==> config.mk <==
export PLATFORM = sky130hd
export DESIGN_NAME = coord_stepper
export DESIGN_NICKNAME = d
export VERILOG_FILES = /design/src/rtl/coord_stepper.sv
export SDC_FILE = /design/constraint.sdc
export NUM_CORES = 1
export LEC_CHECK = 0
export BUFFER_PORTS_ARGS = -buffer_cell sky130_fd_sc_hd__buf_2
export CAP_MARGIN = 20
export CORE_ASPECT_RATIO = 0.8
export CORE_MARGIN = 2
export CORE_UTILIZATION = 40
export DETAILED_ROUTE_END_ITERATION = 7
export PLACE_DENSITY = 0.69
export SETUP_SLACK_MARGIN = 0.15
export SLEW_MARGIN = 20
export SYNTH_ARGS = -nofsm -noshare
export SYNTH_HDL_FRONTEND = slang
export SYNTH_SLANG_ARGS = --single-unit
==> constraint.sdc <==
create_clock -name clk -period 4.15 [get_ports clk]
set_clock_uncertainty 0.05 [all_clocks]
set_input_delay 0.415 -clock clk [delete_from_list [all_inputs] [get_ports clk]]
set_output_delay 0.415 -clock clk [all_outputs]
set_load 0.005 [all_outputs]
==> src/rtl/coord_stepper.sv <==
// Sequential controller that drives a +/-5 ALU and commits one step per command.
// Holds the (X, Y) coordinate pair, a saturating move counter and a done/rejected response pulse.
module coord_stepper #(
    parameter int size      = 5,
    parameter int MAX_COORD = 31,
    parameter int INIT_X    = 0,
    parameter int INIT_Y    = 0,
    parameter int CNT_W     = 8
) (
    input  logic             clk,
    input  logic             rst,
    input  logic             cmd_valid,
    input  logic [1:0]       cmd_dir,
    output logic             cmd_ready,
    output logic [size-1:0]  alu_in1,
    output logic [size-1:0]  alu_in2,
    output logic             alu_op,
    output logic             alu_iseq,
    input  logic [size:0]    alu_res,
    input  logic             alu_sign,
    output logic [size-1:0]  x,
    output logic [size-1:0]  y,
    output logic             done,
    output logic             rejected,
    output logic [CNT_W-1:0] move_count
);

    localparam logic [1:0] IDLE = 2'd0;
    localparam logic [1:0] CALC = 2'd1;
    localparam logic [1:0] RESP = 2'd2;

    logic [1:0]  state;
    logic [1:0]  dir_q;
    logic [size:0] res_mag;
    logic        legal;
    logic        unused_res_msb;

    // Handshake: a command transfers on a rising edge where cmd_valid && cmd_ready;
    // cmd_ready depends only on state, and cmd_valid/cmd_dir are ignored otherwise.
    assign cmd_ready = (state == IDLE);

    assign alu_in1  = x;
    assign alu_in2  = y;
    assign alu_op   = dir_q[0];
    assign alu_iseq = dir_q[1];

    // The ALU's sign output is the authority on wrap/overflow; its copy in alu_res is not used.
    assign unused_res_msb = alu_res[size];
    assign res_mag        = {1'b0, alu_res[size-1:0]};
    assign legal          = !alu_sign && (res_mag <= (size+1)'(MAX_COORD));

    always_ff @(posedge clk) begin
        if (rst) begin
            state      <= IDLE;
            dir_q      <= 2'b00;
            x          <= size'(INIT_X);
            y          <= size'(INIT_Y);
            done       <= 1'b0;
            rejected   <= 1'b0;
            move_count <= '0;
        end else begin
            case (state)
                IDLE: begin
                    done     <= 1'b0;
                    rejected <= 1'b0;
                    if (cmd_valid) begin
                        dir_q <= cmd_dir;
                        state <= CALC;
                    end
                end
                CALC: begin
                    done     <= 1'b1;
                    rejected <= !legal;
                    if (legal) begin
                        if (dir_q[1]) begin
                            y <= alu_res[size-1:0];
                        end else begin
                            x <= alu_res[size-1:0];
                        end
                        if (move_count != {CNT_W{1'b1}}) begin
                            move_count <= move_count + CNT_W'(1);
                        end
                    end
                    state <= RESP;
                end
                RESP: begin
                    done     <= 1'b0;
                    rejected <= 1'b0;
                    state    <= IDLE;
                end
                default: begin
                    done     <= 1'b0;
                    rejected <= 1'b0;
                    state    <= IDLE;
                end
            endcase
        end
    end

endmodule
==> flow_summary.ini, run 1 <==
[status]
status = complete, no violations

[worst_setup_path]
worst_setup_path_start_kind = register
arrival_ns = 1.75
cp_max_fo = 5
worst_setup_path_end_kind = register
rr_worst_depth = 4
cp.required_ns = 4.30
worstSetupPathType = register to register

[clock_tree]
numCtsBuffers = 3
holdBufCountCts = 0
cts.sinks = 24
clockBufferDepth = 2
postCtsResizedCells = 0
cts_root_buffer = clkbuf_4
cts_htree_levels = 1
post_cts_buffers = 0
cts_tree = built
clkLatencyLatePin_ns = 0.30
path_clk_slew_ns = 0.11

[die]
die_y_um = 50.3
dieWidth_um = 61.9
row_count = 16
io_pins = 45
die_area_um2 = 3110
start_util = 0.428
coreArea_um2 = 2500

[layout]
multiInputGateArea_um2 = 489
drive_above_1_share = 0.371
final_area_um2 = 1260
num_antenna_cells = 0
fin_nets = 158
fillers = 249
regArea_um2 = 480
area_growth_pct = 17.3

[synthesis]
ys_async_sr_fraction = 0
syn-cell-area_um2 = 1070
synth_edf_count = 0
synthFlopType = dfxtp_1
ys_ff_latch = 24
ys_types = 29
syn-num-nets = 123
synth_seq_area_share = 0.449
synthCells = 110
yosysWarnings = 0
syn_avg_cell_area_um2 = 9.74

[placement]
hpwl_um = 1620
place.gp.congestion = 0.808
placed_area_um2 = 1230
io_buffers = 43

[sta]
max_freq_mhz = 626
timing.setup.tns_ns = 0
finalHoldViolCount = 0
slew_violations = 0
tightest_slew_ns = 0.417
finalCritPeriodShare = 0.385
slew_headroom = 0.722
finalSetupViolCount = 0
finalCriticalPeriod_ns = 1.60
grt_setup_unrepaired = no

[global_route]
grt_max_degree = 25
antenna_found_initial = 0
gr-total-overflow = 0
grt_pass1_vias = 796
track_usage = 0.140
grt_pass1_wl_um = 3250

[drt]
via_per_inst = 4.74
drt_iter0_drc = 11
vias = 849
first_pass_iters = 3
route.detailed.drc = 0
drtAntennaViolNets = 0
wl_um = 2020
routedWlPerCell_um = 11.3

[worst_hold_path]
worst_hold_path_type = primary input to register
min_path_cells = 3

[power_and_ir_drop]
ir_worst_vdd_uv = 173
leakagePower_nw = 0.601
p_per_area_nw_per_um2 = 291

[run]
max_cap_viol_count = 0
-- area by class of cell --
class / instances / area share
multi-input combinational: 72 / 0.389
sequential: 24 / 0.382
timing repair buffer: 43 / 0.171
tap: 36 / 0.0359
clock buffer: 3 / 0.0179
inverter: 1 / 0.00299
-- power by group --
part / internal (W) / switching [W]
Combinational: 0.0000146 / 0.0000163
Clock: 0.0000338 / 0.0000610
Sequential: 0.000236 / 0.00000465
-- flip-flops by register name, summed over array words and instances, names as in the netlist --
signal	cells
alu_in2	5
move_count	8
done	1
state	2
alu_in1	5
dir_q	2
rejected	1
-- worst max-delay path: stages, from the launching register on --
cell and delay (ns):
dfxtp_1 0.39, or3b_4 0.47, nor2_4 0.14, o21a_2 0.15, mux2_1 0.31
-- logic make-up (layout without fill, tap and decap cells) --
family / Yosys count / in the layout / share of synthesized area
mux: 14 / 14 / 0.132
flops: 24 / 24 / 0.449
compound gates: 9 / 9 / 0.0479
fa+ha+maj: 1 / 1 / 0.0117
buf+inv: 14 / 47 / 0.0946
simple gates: 46 / 46 / 0.249
xor+xnor: 2 / 2 / 0.0164
-- cells in the final DEF, fill, tap and decap left out, types with 2 or more instances in the layout --
| cell | count |
|---|---|
| a21oi_1 | 5 |
| and2_1 | 2 |
| and3_1 | 2 |
| buf_2 | 43 |
| clkbuf_4 | 3 |
| dfxtp_1 | 24 |
| mux2i_1 | 13 |
| nand2_1 | 6 |
| nand3_1 | 4 |
| nor2_1 | 20 |
| nor3_1 | 2 |
| nor3b_1 | 2 |
| o21ai_1 | 2 |
| xor2_1 | 2 |
-- path summary, 6_finish.rpt --
check | slack, ns | endpoint | start
worst max-delay path | 2.55 | move_count[3] | state[0]
worst min-delay path | 0.30 | dir_q[1] | cmd_dir[1]
worst max register to register | 2.55 | move_count[3] | state[0]
worst min register to register | 0.45 | dir_q[0] | dir_q[0]
-- metrics by stage --
stage	util	total power, W	setup WS (ns)	hold WS (ns)	instances
floorplan	-	0.000264	2.59	0.403	110
global placement	0.493	0.000275	2.42	0.394	176
detailed placement	0.493	0.000277	2.40	0.452	176
CTS	0.502	0.000373	2.55	0.294	179
global route	0.502	0.000388	2.46	0.310	179
finish	0.502	0.000366	2.55	0.305	179
-- cells in the mapped netlist, types with 2 or more instances --
library cell  instances  area, µm²
mux2i_1              13        130
nor2_1               20       75.1
and2_1                2       12.5
nand2_1               6       22.5
nor3b_1               2       15.0
nor3_1                2       10.0
buf_4                10       75.1
o21ai_1               2       10.0
xor2_1                2       17.5
nand3_1               4       20.0
and3_1                2       12.5
a21oi_1               5       25.0
dfxtp_1              24        480
-- layer usage --
metal  up-vias  track usage  part of all wire
li1        429            -                 -
met1       391        0.160              0.44
met2        29        0.249              0.50
met3         0       0.0541             0.062
met4         0       0.0177                 0
met5         -            0                 0
No activity file was read; power rests on OpenSTA's default activity.
==> inputs of run 2 (changes only) <==
--- a/config.mk
+++ b/config.mk
@@ -5,13 +5,14 @@
 export SDC_FILE = /design/constraint.sdc
 export NUM_CORES = 1
 export LEC_CHECK = 0
+export ABC_AREA = 1
 export BUFFER_PORTS_ARGS = -buffer_cell sky130_fd_sc_hd__buf_2
 export CAP_MARGIN = 20
 export CORE_ASPECT_RATIO = 0.8
 export CORE_MARGIN = 2
 export CORE_UTILIZATION = 40
 export DETAILED_ROUTE_END_ITERATION = 7
-export PLACE_DENSITY = 0.69
+export PLACE_DENSITY = 0.71
 export SETUP_SLACK_MARGIN = 0.15
 export SLEW_MARGIN = 20
 export SYNTH_ARGS = -nofsm -noshare
==> constraint.sdc (replaced) <==
create_clock -name clk -period 1.44 [get_ports clk]
set_clock_uncertainty 0.05 [all_clocks]
set_input_delay 0.144 -clock clk [delete_from_list [all_inputs] [get_ports clk]]
set_output_delay 0.144 -clock clk [all_outputs]
set_load 0.005 [all_outputs]
==> flow_summary.ini, run 2 <==
[worst_setup_path]
arrival_ns = 1.44
cp.required_ns = 1.63
rr_worst_depth = 8
ff2ff_setup_slack_ns = 0.19
worst_setup_path_end_kind = register
cp_max_fo = 6
r2r-end = move_count[7]
rr_startpoint = move_count[1]
setup.worst_path.end = move_count[7]
worstSetupPathType = register to register
startpoint = move_count[1]
worst_setup_path_start_kind = register

[global_route]
antenna_found_initial = 0
grt_max_degree = 17
gr-total-overflow = 0
track_usage = 0.156
grt_pass1_wl_um = 3970
grt_pass1_vias = 934

[synthesis]
synth_top_family_by_area = simple AND/OR/NAND/NOR gates
synth_seq_area_share = 0.434
synth_mux_area_frac = 0
yosysWarnings = 0
yosys.area.top_type = dfxtp_1
synth_compound_area_frac = 0.0781
synth.area.top_cells = dfxtp_1 (43%), nor2_1 (12%), nand2_1 (7.8%)
synthFlopType = dfxtp_1
synth_adder_area_share = 0.0113
ys_types = 20
synthCells = 151
synth_simple_gate_area_share = 0.328
synth-xor-area-share = 0
ys_ff_latch = 24
syn-num-nets = 164
syn-cell-area_um2 = 1110
synth_top_area_share = 0.434
yosysMostFrequentCell = nor2_1
ys_async_sr_fraction = 0
synth_commonest_cells = nor2_1 (35), dfxtp_1 (24), nand2_1 (23)
synth_edf_count = 0
syn_avg_cell_area_um2 = 7.32

[layout]
final_cell_mix = buf_2 (43), nor2_1 (32), nand2_1 (22), dfxtp_1 (19)
largest_reg_flops = 8
drive_above_1_share = 0.406
area_growth_pct = 37.0
num_antenna_cells = 0
regMostFlops = move_count
fin_cells = 235
utilization = 0.561
fin_nets = 211
final_area_um2 = 1520
final_common_cell = buf_2

[drt]
route.detailed.drc = 0
drtAntennaViolNets = 0
via_per_inst = 4.61
wl_um = 2470
drt_iter0_drc = 36
first_pass_iters = 5
routedWlPerCell_um = 10.5
vias = 1083

[placement]
pre_cts_ws_ns = 0.0570
io_buffers = 43
place.gp.congestion = 0.829
placed_area_um2 = 1290
dpl.cell_count = 221
hpwl_um = 1640

[status]
failed_checks = hold timing
status = complete, but fails checks

[sta]
fin_ws_ns = 0.186
slew_violations = 0
finalCritPeriodShare = 0.871
slew_headroom = 0.700
hold_ws_ns = -0.0275
finalSetupViolCount = 0
tightest_slew_ns = 0.450
grt_setup_unrepaired = yes
finalCriticalPeriod_ns = 1.25
timing.setup.tns_ns = 0
finalHoldViolCount = 1
max_freq_mhz = 797

[die]
io_pins = 45
start_util = 0.409
coreArea_um2 = 2700
die_y_um = 51.0
row_count = 17
dieWidth_um = 62.8
die_area_um2 = 3200

[power_and_ir_drop]
p_sw_w = 0.000297
power.internal_w = 0.00103
seq_power_share = 0.526
leakagePower_nw = 0.754
switching_share = 0.223
p_per_area_nw_per_um2 = 877
ir_worst_vdd_uv = 465
power.clock.fraction = 0.372
combPwrFrac = 0.102

[clock_tree]
clkLatencyLatePin_ns = 0.32
numCtsBuffers = 3
cts_tree = built
path_clk_slew_ns = 0.14
clockBufferDepth = 2
cts.sinks = 24
cts_htree_levels = 1
cts_root_buffer = clkbuf_4

[worst_hold_path]
min_path_cells = 2
worst_hold_path_type = primary input to register

[run]
max_cap_viol_count = 0
run 2: worst min-delay path by stage:
stage,slack [ns],endpoint,start
floorplan,0.23,alu_in2[0],alu_res[0]
global placement,0.34,alu_in1[4],alu_res[4]
detailed placement,0.34,alu_in1[4],alu_res[4]
CTS,0.001,dir_q[0],cmd_dir[0]
global route,-0.05,rejected,rst
finish,-0.03,rejected,rst
run 2: logic make-up after synthesis:
logic type	count (synthesis)
and+or+nand+nor	80
AOI/OAI and AO/OA	17
DFF	24
buffers and inverters	29
adders and majority gates	1
run 2: cell type report:
type	count	area, µm²
multi-input cells	99	543
well taps	38	47.5
repair buffers	55	327
clock buffers	3	22.5
clock inverters	1	30.0
fillers	275	1190
flip-flops and latches	24	487
inverters	15	58.8
run 2: metrics by stage:
stage | total power [W] | hold WS [ns]
after floorplan | 0.000780 | 0.229
after global placement | 0.000817 | 0.336
after detailed placement | 0.000818 | 0.343
after CTS | 0.00133 | 0.00109
after global routing | 0.00139 | -0.0488
final | 0.00133 | -0.0275
run 2: timing repair:
item	in CTS	in global routing
gates cloned	0	1
hold buffers	4	3
hold endpoints to repair	6	1
pin swaps	0	6
setup buffers	1	1
gates resized for setup	4	21
setup endpoints to repair	8	12
run 2: power groups by stage:
stage	clock network (W)	logic, W	registers, W
after global routing	0.000540	0.000151	0.000702
after floorplan	0	0.0000663	0.000713
after CTS	0.000514	0.000118	0.000697
after detailed placement	0	0.000106	0.000712
final	0.000495	0.000136	0.000699
after global placement	0	0.000105	0.000712
run 2: metal layers:
layer | part of all wire | track usage
met5 | 0 | 0
met2 | 0.44 | 0.269
met4 | 0.0061 | 0.0444
met3 | 0.058 | 0.0507
met1 | 0.49 | 0.189
run 2: worst max-delay path, stage by stage, from the launching register on:
cell	delay, ns
dfxtp_2	0.37
ha_4	0.16
nand2_4	0.06
nor2_4	0.17
nand2_4	0.10
nand2_4	0.08
nor2_1	0.04
nor2_1	0.07
nor2_1	0.05
